==> src/rtl/uart_pkg.sv <==
// Shared UART definitions: transmitter state encoding, framing helpers and the
// safe clog2 macro used for counter widths.
`ifndef BSG_SAFE_CLOG2
`define BSG_SAFE_CLOG2(x) (((x) <= 1) ? 1 : $clog2(x))
`endif

package uart_pkg;

    typedef enum logic [2:0] {
        e_reset      = 3'd0,
        e_idle       = 3'd1,
        e_start_bit  = 3'd2,
        e_data_bits  = 3'd3,
        e_parity_bit = 3'd4,
        e_stop_bit   = 3'd5
    } uart_tx_state_e;

    // Clock cycles in one complete frame, start bit through last stop bit.
    function automatic int uart_frame_cycles(input int clk_per_bit,
                                             input int data_bits,
                                             input int parity_bit,
                                             input int stop_bits);
        return (1 + data_bits + parity_bit + stop_bits) * clk_per_bit;
    endfunction

endpackage

==> src/rtl/uart_bit_timer.sv <==
// Bit-period timer: down-counter that pulses bit_done_o on its last cycle of
// every clk_per_bit_p period; restart_i begins a fresh period.
module uart_bit_timer
    import uart_pkg::*;
#(
    parameter int clk_per_bit_p = 10416
) (
    input  logic clk_i,
    input  logic reset_i,
    input  logic restart_i,
    output logic bit_done_o
);

    localparam int cnt_width_lp = `BSG_SAFE_CLOG2(clk_per_bit_p + 1);
    localparam logic [cnt_width_lp-1:0] reload_lp = cnt_width_lp'(clk_per_bit_p - 1);

    logic [cnt_width_lp-1:0] cnt_r;

    always_ff @(posedge clk_i) begin
        if (reset_i || restart_i || bit_done_o)
            cnt_r <= reload_lp;
        else
            cnt_r <= cnt_r - cnt_width_lp'(1);
    end

    assign bit_done_o = (cnt_r == '0);

endmodule

==> src/rtl/uart_tx.sv <==
// Serializing UART transmitter, LSB first, registered line output.
// Optional line-break input enabled with the UART_TX_BREAK_EN macro.
module uart_tx
    import uart_pkg::*;
#(
    parameter int clk_per_bit_p = 10416,
    parameter int data_bits_p   = 8,
    parameter int parity_bit_p  = 0,
    parameter int parity_odd_p  = 0,
    parameter int stop_bits_p   = 1
) (
    input  logic                   clk_i,
    input  logic                   reset_i,
    input  logic                   tx_v_i,
    input  logic [data_bits_p-1:0] tx_i,
    output logic                   tx_ready_o,
    output logic                   tx_o
`ifdef UART_TX_BREAK_EN
   ,input  logic                   break_i
`endif
);

    localparam int data_cnt_width_lp = `BSG_SAFE_CLOG2(data_bits_p);
    localparam logic [data_cnt_width_lp-1:0] last_data_lp = data_cnt_width_lp'(data_bits_p - 1);

    uart_tx_state_e state_r, state_n;
    logic [data_bits_p-1:0]       shift_r, shift_n;
    logic [data_cnt_width_lp-1:0] data_cnt_r, data_cnt_n;
    logic parity_r, parity_n;
    logic stop_cnt_r, stop_cnt_n;
    logic tx_r, tx_n;
    logic restart;
    logic bit_done;
    logic brk;
    logic stop_last;

`ifdef UART_TX_BREAK_EN
    assign brk = break_i;
`else
    assign brk = 1'b0;
`endif

    uart_bit_timer #(
        .clk_per_bit_p(clk_per_bit_p)
    ) u_bit_timer (
        .clk_i      (clk_i),
        .reset_i    (reset_i),
        .restart_i  (restart),
        .bit_done_o (bit_done)
    );

    assign tx_ready_o = (state_r == e_idle) && !brk;
    assign stop_last  = (stop_bits_p == 1) || stop_cnt_r;
    assign tx_o       = tx_r;

    // tx_n is the line value for the state being entered, so tx_o is registered
    // yet changes in the same cycle as the state.
    always_comb begin
        state_n    = state_r;
        shift_n    = shift_r;
        data_cnt_n = data_cnt_r;
        parity_n   = parity_r;
        stop_cnt_n = stop_cnt_r;
        tx_n       = tx_r;
        restart    = 1'b0;

        case (state_r)
            e_reset: begin
                state_n = e_idle;
                tx_n    = 1'b1;
            end
            e_idle: begin
                tx_n = !brk;
                if (tx_v_i && tx_ready_o) begin
                    state_n    = e_start_bit;
                    shift_n    = tx_i;
                    parity_n   = (^tx_i) ^ (parity_odd_p != 0);
                    data_cnt_n = '0;
                    stop_cnt_n = 1'b0;
                    restart    = 1'b1;
                    tx_n       = 1'b0;
                end
            end
            e_start_bit: begin
                if (bit_done) begin
                    state_n = e_data_bits;
                    tx_n    = shift_r[0];
                end
            end
            e_data_bits: begin
                if (bit_done) begin
                    if (data_cnt_r == last_data_lp) begin
                        if (parity_bit_p != 0) begin
                            state_n = e_parity_bit;
                            tx_n    = parity_r;
                        end else begin
                            state_n = e_stop_bit;
                            tx_n    = 1'b1;
                        end
                    end else begin
                        shift_n    = shift_r >> 1;
                        data_cnt_n = data_cnt_r + data_cnt_width_lp'(1);
                        tx_n       = shift_r[1];
                    end
                end
            end
            e_parity_bit: begin
                if (bit_done) begin
                    state_n = e_stop_bit;
                    tx_n    = 1'b1;
                end
            end
            e_stop_bit: begin
                if (bit_done) begin
                    if (stop_last) begin
                        state_n = e_idle;
                        tx_n    = 1'b1;
                    end else begin
                        stop_cnt_n = 1'b1;
                    end
                end
            end
            default: begin
                state_n = e_reset;
                tx_n    = 1'b1;
            end
        endcase
    end

    always_ff @(posedge clk_i) begin
        if (reset_i) begin
            state_r <= e_reset;
            tx_r    <= 1'b1;
        end else begin
            state_r <= state_n;
            tx_r    <= tx_n;
        end
    end

    always_ff @(posedge clk_i) begin
        shift_r    <= shift_n;
        data_cnt_r <= data_cnt_n;
        parity_r   <= parity_n;
        stop_cnt_r <= stop_cnt_n;
    end

endmodule

==> config.mk <==
export PLATFORM = sky130hd
export DESIGN_NAME = uart_tx
export DESIGN_NICKNAME = d
export VERILOG_FILES = /design/src/rtl/uart_pkg.sv /design/src/rtl/uart_bit_timer.sv /design/src/rtl/uart_tx.sv
export SDC_FILE = /design/constraint.sdc
export NUM_CORES = 1
export LEC_CHECK = 0
export CORE_UTILIZATION = 55
export DETAILED_ROUTE_END_ITERATION = 8
export PLACE_DENSITY = 0.73
export REMOVE_ABC_BUFFERS = 1
export SLEW_MARGIN = 10
export SYNTH_ARGS = -nofsm -noshare
export SYNTH_HDL_FRONTEND = slang
export SYNTH_SLANG_ARGS = --single-unit
==> constraint.sdc <==
create_clock -name clk_i -period 3.9 [get_ports clk_i]
set_clock_uncertainty 0.1 [all_clocks]
set_input_delay 0.78 -clock clk_i [delete_from_list [all_inputs] [get_ports clk_i]]
set_output_delay 0.78 -clock clk_i [all_outputs]
set_load 0.02 [all_outputs]
==> Implementation_results.wiki, run 1 <==
{| class="wikitable"
! Metric !! Value
|-
| Die outline area || roughly 2600 um2
|-
| Primary flip-flop cell chosen by synthesis mapping || sky130_fd_sc_hd__dfxtp_1
|-
| Count of antenna diodes in the layout || 0
|-
| Wire length of the first global-routing pass || approximately 3.9 mm
|-
| Unrepaired setup endpoints after global routing || no
|-
| Average vias per placed instance || about 5.6
|-
| Max IR drop VDD || between 200 and 250 uV
|-
| CTS buffer count || 5
|-
| RD Place Congestion || just over 0.8
|-
| Post-route antenna net violation count || 0
|-
| Arrival time at the worst endpoint || between 1.5 and 2 ns
|-
| Leakage power summed over all cells || 0.552 nW
|-
| Clock network latency to the later pin of the worst-skew pair || ~0.33 ns
|-
| Post-layout minimum cycle time || 2.59 ns
|-
| Post-Synthesis Cell Area || ~1300 um2
|-
| Area leader, netlist || sky130_fd_sc_hd__dfxtp_1
|-
| Core Region || around 2300 um2
|-
| Largest cells by area after synthesis || sky130_fd_sc_hd__dfxtp_1 (27%), sky130_fd_sc_hd__edfxtp_1 (25%), sky130_fd_sc_hd__mux2_2 (5.9%)
|-
| Total power after layout || around 550 uW
|-
| Row Count || 17
|-
| Sum of negative setup slack || 0 ns
|-
| Maximum clock insertion buffer count || 2
|-
| Growth of design area from synthesis to finish || 14.8%
|-
| Count of maximum capacitance violations || 0
|-
| Internal || 419 uW
|-
| H-tree lvl count || 2
|-
| Post-CTS resize count || 0
|-
| Worst path cell trace || nor3b_1 -> clkdlybuf4s50_1
|-
| Average wire per standard cell || 13.3 um
|-
| Vias post-DR || 955
|-
| Final Core Density || between 60% and 70%
|-
| Final Cycle Share || about two thirds
|-
| Via count of the first global-routing pass || between 900 and 1000
|-
| Synth Area per Inst || ~10 um2
|-
| Final instance area || 1530 um2
|-
| Fraction of layout instances using a drive strength above 1 || 13.2%
|-
| Startpoint Class || flip-flop
|-
| Part of the Yosys area used for sequential elements || 51.9%
|-
| Max-Slew Margin vs Limit || around 63%
|-
| Count of cell types in the netlist || 36
|-
| CTS tree || yes
|-
| Final Hold Slack || 0.341 ns
|-
| F_max || 386 MHz
|-
| Result of the run || finished clean
|-
| Switching component of the power || about 130 uW
|-
| Number of nets in the layout || 157
|-
| Combinational group share of total power || a little under a tenth
|-
| Clock slew at reported path FFs || 0.09 ns
|-
| Transition time at the pin with the least slew margin || 0.545 ns
|-
| Starting density of the core || 59.0%
|-
| Top fanout value on the critical path || 11
|-
| Number of synthesized register bits || 29
|-
| Post-synth top cells || sky130_fd_sc_hd__dfxtp_1 (18), sky130_fd_sc_hd__nor2_1 (17), sky130_fd_sc_hd__nand2_1 (12)
|-
| Number of synthesized flops with an enable pin || 11
|-
| Top-area cell type share of the netlist area || 27.1%
|-
| Largest net degree at the start of global routing || 13
|-
| Number of port buffers || 12
|-
| Horizontal die dimension || 51.2 um
|-
| CP Class || reg2out
|-
| Total number of clock tree sinks || 29
|-
| Max Transition Viols Final || 0
|-
| Final Routed Wirelength || 2.29 mm
|-
| Drt initial violations || 22
|-
| Maximum cell stage delay along the critical path || around 0.66 ns
|-
| Total congestion overflow after global routing || 0
|-
| Worst min-delay path class || reg2reg
|-
| Data required time at the worst endpoint || 3.02 ns
|-
| Clock root buffer master || sky130_fd_sc_hd__clkbuf_4
|-
| Power per unit of standard cell area || 363 nW/um2
|-
| Instance area after placement || roughly 1500 um2
|-
| Synth warn || 0
|-
| Top cell family by delay on the critical path || buffers and inverters
|-
| Post-DP HPWL || between 1.5 and 2 mm
|-
| Critical path capture point type || output port
|-
| Post-CTS setup buffer count || 0
|-
| Number of remaining DRC errors || 0
|-
| Number of standard cells after synthesis || approximately 130
|-
| # hold bufs at CTS || 0
|-
| Switching share of total power || 24.3%
|-
| I/O pin total || 13
|-
| Chip height || ~51 um
|-
| Slowest stage cell on the critical path || sky130_fd_sc_hd__clkdlybuf4s50_1
|-
| Final-layout fill cell count || roughly 200
|-
| Combined global-route utilization of all metal layers || 21.3%
|-
| 1st-pass router iterations || 4
|-
| Share of flip-flops with an asynchronous set or reset after synthesis || 0%
|-
| Number of antenna violations at the first check in global routing || 0
|-
| Number of setup violations in the final report || 0
|-
| Proportion of power drawn by flip-flops and latches || between 60 and 70%
|-
| Worst path buffer plus inverter count || 1
|-
| Clock share of power || a little under a third
|-
| Final number of hold-violating endpoints || 0
|-
| Most common cell in the netlist || sky130_fd_sc_hd__dfxtp_1
|}
[path summary, 6_finish.rpt]
kind	from	to	slack, ns	cells past startpoint
setup / recovery	state_r[1]$_SDFFE_PP0P_	tx_ready_o	1.31	2
hold / removal	u_bit_timer.cnt_r[0]$_SDFF_PP1_	u_bit_timer.cnt_r[0]$_SDFF_PP1_	0.34	1
setup reg to reg	u_bit_timer.cnt_r[1]$_SDFF_PP1_	shift_r[3]$_DFFE_PP_	1.49	7
hold reg to reg	u_bit_timer.cnt_r[0]$_SDFF_PP1_	u_bit_timer.cnt_r[0]$_SDFF_PP1_	0.34	1
[stage by stage]
stage               std cells  setup WS [ns]
CTS                       172           1.30
detailed placement        164           1.51
global route              172           1.22
floorplan                 123           1.20
global placement          164           1.54
finish                    172           1.31
[cell usage in the layout, fill, tap and decap left out, types with 2 or more instances in the layout]
cell type                         instances
sky130_fd_sc_hd__dfxtp_1                 18
sky130_fd_sc_hd__inv_1                    7
sky130_fd_sc_hd__nor3b_1                  3
sky130_fd_sc_hd__o21ai_0                  4
sky130_fd_sc_hd__o211ai_1                 3
sky130_fd_sc_hd__edfxtp_1                11
sky130_fd_sc_hd__nor2_1                  17
sky130_fd_sc_hd__nand3_1                  4
sky130_fd_sc_hd__o31ai_1                  2
sky130_fd_sc_hd__mux2_2                   7
sky130_fd_sc_hd__xnor2_1                  4
sky130_fd_sc_hd__xor2_1                   7
sky130_fd_sc_hd__clkdlybuf4s50_1         12
sky130_fd_sc_hd__clkbuf_4                 5
sky130_fd_sc_hd__ha_1                     3
sky130_fd_sc_hd__nor3_1                   2
sky130_fd_sc_hd__nand2_1                 12
sky130_fd_sc_hd__clkinv_1                 2
[per-layer routing]
metal  wire length, um  global-route usage [%]  vias to the layer above
met1              1010                    25.1                      441
li1                  -                       -                      479
met5                 0                       0                        -
met3               104                    8.04                        8
met2              1130                    33.6                       27
met4                46                    11.1                        0
[sequential cells by signal (all words and copies together) (netlist names)]
name and flops:
shift_r 8, data_cnt_r 3, tx_o 1, state_r 3
u_bit_timer.cnt_r 14
[cell families (layout without fill, tap and decap cells)]
group / after synthesis / count (layout) / synth area share [%]
AOI/OAI and AO/OA: 14 / 14 / 7.52
buffers and inverters: 11 / 28 / 3.20
xor gates and xnor gates: 11 / 11 / 7.24
DFF: 29 / 29 / 51.9
muxes: 7 / 7 / 5.92
adders and majority gates: 3 / 3 / 2.82
and+or+nand+nor: 52 / 52 / 21.4
[power groups by stage]
stage,combinational (mW),sequential [mW],clock (mW)
after floorplan,0.0297,0.341,0
after global placement,0.0498,0.342,0
after detailed placement,0.0520,0.343,0
final,0.0518,0.336,0.166
after global routing,0.0574,0.338,0.187
after CTS,0.0523,0.336,0.173
[cell type report]
type / count / area (um2) / share of cell area [%]
flip-flops and latches: 29 / 691 / 45.2
multi-input cells: 87 / 598 / 39.1
repair buffers: 13 / 128 / 8.35
clock buffers: 5 / 37.5 / 2.46
well taps: 28 / 35.0 / 2.29
inverters: 7 / 26.3 / 1.72
clock inverters: 3 / 12.5 / 0.819
Note: power is estimated with default switching activity, not from simulation.
==> run 2: changes to the inputs <==
==> constraint.sdc (replaced) <==
create_clock -name clk_i -period 2.65 [get_ports clk_i]
set_clock_uncertainty 0.1 [all_clocks]
set_input_delay 0.53 -clock clk_i [delete_from_list [all_inputs] [get_ports clk_i]]
set_output_delay 0.53 -clock clk_i [all_outputs]
set_load 0.02 [all_outputs]
==> run 2 against run 1 <==
Effect of this change:
- sequential cell count unchanged
- critical path depth unchanged
- die area unchanged
- count of clock-buffer cells in the layout unchanged
- combinational power increased by 45%
- non-clock buffer count increased by 2
- first-iteration DRC count decreased by 27%
- largest power group unchanged
==> Implementation_results.wiki, run 2 (synthesized netlist as in run 1, its figures left out) <==
{| class="wikitable"
! Metric !! Value
|-
| Number of antenna violations at the first check in global routing || 0 (unchanged)
|-
| Biggest registers after layout || u_bit_timer.cnt_r: 14 flops, shift_r: 8 flops
|-
| Worst Hold Path EP || u_bit_timer.cnt_r[0]$_SDFF_PP1_
|-
| CTS buffer count || 5 (unchanged)
|-
| Post-route antenna net violation count || 0 (unchanged)
|-
| Horizontal die dimension || 51.2 um (unchanged)
|-
| Clock slew at reported path FFs || 0.09 ns (about the same)
|-
| Commonest non-fill, non-tap cell in the layout || sky130_fd_sc_hd__dfxtp_1
|-
| Count of antenna diodes in the layout || 0 (unchanged)
|-
| Number of nets in the layout || 159 (+1.3%)
|-
| Final Core Density || 68.4% (+0.67 points)
|-
| Average vias per placed instance || 5.41 (-2.6%)
|-
| Maximum cell stage delay along the critical path || 0.65 ns (about the same)
|-
| Chip height || 51.2 um (unchanged)
|-
| I/O pin total || 13 (unchanged)
|-
| Average wire per standard cell || 12.9 um (-3.1%)
|-
| Growth of design area from synthesis to finish || 15.9%
|-
| Power per unit of standard cell area || 526 nW/um2 (+45%)
|-
| Total power after layout || 811 uW (+46%)
|-
| Final Routed Wirelength || 2.24 mm (-2.0%)
|-
| Total number of clock tree sinks || 29 (unchanged)
|-
| Result of the run || finished clean
|-
| # hold bufs at CTS || 0 (unchanged)
|-
| Instance area after placement || 1490 um2 (+1.0%)
|-
| Post-DP HPWL || 1.64 mm (-2.3%)
|-
| Transition time at the pin with the least slew margin || 0.602 ns (+0.0572 ns)
|-
| Final instance area || 1540 um2 (+0.98%)
|-
| 1st-pass router iterations || 4 (unchanged)
|-
| Top fanout value on the critical path || 11 (unchanged)
|-
| Final number of hold-violating endpoints || 0 (unchanged)
|-
| R2r setup slk || 0.65 ns (-0.84 ns)
|-
| Post-CTS resize count || 0 (unchanged)
|-
| Max IR drop VDD || 490 uV (+110%)
|-
| Max Transition Viols Final || 0 (unchanged)
|-
| Register with the most flip-flops || u_bit_timer.cnt_r
|-
| H-tree lvl count || 2 (unchanged)
|-
| Starting density of the core || 59.0% (unchanged)
|-
| Max-Slew Margin vs Limit || 59.5% (-3.8 points)
|-
| Final Hold Slack || 0.355 ns (+0.0142 ns)
|-
| Clock root buffer master || sky130_fd_sc_hd__clkbuf_4
|-
| Data required time at the worst endpoint || 2.02 ns (-1.00 ns)
|-
| Reg2Reg Capture Point || shift_r[6]$_DFFE_PP_
|-
| Combined global-route utilization of all metal layers || 20.0% (-1.3 points)
|-
| Final Cycle Share || between 80% and 90%
|-
| Slack of the critical path || 0.350 ns (-0.961 ns)
|-
| Critical path capture point type || output port
|-
| Fraction of layout instances using a drive strength above 1 || 14.4% (+1.2 points)
|-
| Die outline area || 2620 um2 (unchanged)
|-
| Count of maximum capacitance violations || 0 (unchanged)
|-
| Largest net degree at the start of global routing || 13 (unchanged)
|-
| Number of setup violations in the final report || 0 (unchanged)
|-
| Drt initial violations || 16 (-27%)
|-
| F_max || around 430 MHz
|-
| Number of remaining DRC errors || 0 (unchanged)
|-
| Row Count || 17 (unchanged)
|-
| Startpoint Class || flip-flop
|-
| Post-CTS setup buffer count || 0 (unchanged)
|-
| Via count of the first global-routing pass || 879 (-3.1%)
|-
| CTS tree || yes
|-
| Commonest cells after routing, fill and taps aside || sky130_fd_sc_hd__dfxtp_1 (18), sky130_fd_sc_hd__nor2_1 (17), sky130_fd_sc_hd__nand2_1 (12), sky130_fd_sc_hd__clkdlybuf4s50_1 (12), sky130_fd_sc_hd__edfxtp_1 (11)
|-
| Reg2reg start || u_bit_timer.cnt_r[0]$_SDFF_PP1_
|-
| Max FFs per register || 14 (unchanged)
|-
| Worst path cell trace || nor3b_1 -> clkdlybuf4s50_1
|-
| Total congestion overflow after global routing || 0 (unchanged)
|-
| Slowest stage cell on the critical path || sky130_fd_sc_hd__clkdlybuf4s50_1
|-
| CP Class || reg2out
|-
| Worst min-delay path class || reg2reg
|-
| Worst Min Path Start || u_bit_timer.cnt_r[0]$_SDFF_PP1_
|-
| Unrepaired setup endpoints after global routing || no
|-
| Post-layout minimum cycle time || between 2 and 2.5 ns
|-
| Maximum clock insertion buffer count || 2 (unchanged)
|-
| Clock network latency to the later pin of the worst-skew pair || 0.31 ns (-0.02 ns)
|-
| RD Place Congestion || 0.816 (-1.7%)
|-
| Vias post-DR || 941 (-1.5%)
|-
| Arrival time at the worst endpoint || 1.67 ns (-0.04 ns)
|-
| Placement Setup Slack || 0.580 ns (-0.928 ns)
|-
| Core Region || 2250 um2 (unchanged)
|-
| Wire length of the first global-routing pass || 3.71 mm (-4.4%)
|-
| Reg2Reg Depth || 8 (+1)
|-
| Leakage power summed over all cells || 0.561 nW (+1.7%)
|-
| Number of port buffers || 12 (unchanged)
|-
| Worst hold path cell count || 1 (unchanged)
|}
[run 2: cell types whose count changed in the layout (fill, tap and decap cells not counted), sizes merged]
cell	change
buf	+2
[run 2: routing by layer]
metal	track usage, %	vias up	share of wire, %
met3	8.04	2	2.5
met4	8.33	0	0.71
li1	-	480	-
met1	25.3	446	50
met2	30.0	13	47
met5	0	-	0
[run 2: worst max path at each step]
stage | to | slack, ns | startpoint | depth (start not counted)
finish | tx_ready_o | 0.35 | state_r[1]$_SDFFE_PP0P_ | 2
CTS | tx_ready_o | 0.34 | state_r[1]$_SDFFE_PP0P_ | 2
global route | tx_ready_o | 0.23 | state_r[1]$_SDFFE_PP0P_ | 2
floorplan | data_cnt_r[0]$_SDFFCE_PN0P_ | -0.05 | u_bit_timer.cnt_r[0]$_SDFF_PP1_ | 6
detailed placement | u_bit_timer.cnt_r[11]$_SDFF_PP1_ | 0.58 | reset_i | 4
global placement | shift_r[6]$_DFFE_PP_ | 0.62 | tx_v_i | 5
[run 2: metrics by stage]
stage	std cells	TNS, ns
floorplan	123	-0.556
global placement	166	0
detailed placement	166	0
CTS	174	0
global route	174	0
finish	174	0
[run 2: worst max-delay path, delay by kind of cell (launching register included)]
kind	cells	cell delay [ns]
AND/OR/NAND/NOR	1	0.29
buffers and inverters	1	0.65
flip-flops	1	0.43
[run 2: power by group]
part | leakage (nW) | internal [mW] | switching, mW
Combinational | 0.282 | 0.0406 | 0.0347
Clock | 0.0300 | 0.0958 | 0.146
Sequential | 0.249 | 0.481 | 0.0132
Total | 0.561 | 0.617 | 0.194
[run 2: layout make-up]
cell class / count / area (um2)
multi-input combinational: 87 / 598
timing repair buffer: 15 / 143
clock buffer: 5 / 37.5
tap: 28 / 35.0
fill: 196 / 712
clock inverter: 3 / 12.5
sequential: 29 / 691
inverter: 7 / 26.3
==> run 3: changes to the inputs <==
--- a/config.mk
+++ b/config.mk
@@ -6,6 +6,7 @@
 export NUM_CORES = 1
 export LEC_CHECK = 0
 export CORE_UTILIZATION = 55
+export CTS_CLUSTER_DIAMETER = 40
 export DETAILED_ROUTE_END_ITERATION = 8
 export PLACE_DENSITY = 0.73
 export REMOVE_ABC_BUFFERS = 1
==> results of run 3 <==
Same layout as run 2: the final DEF is identical, and so are final timing and power.
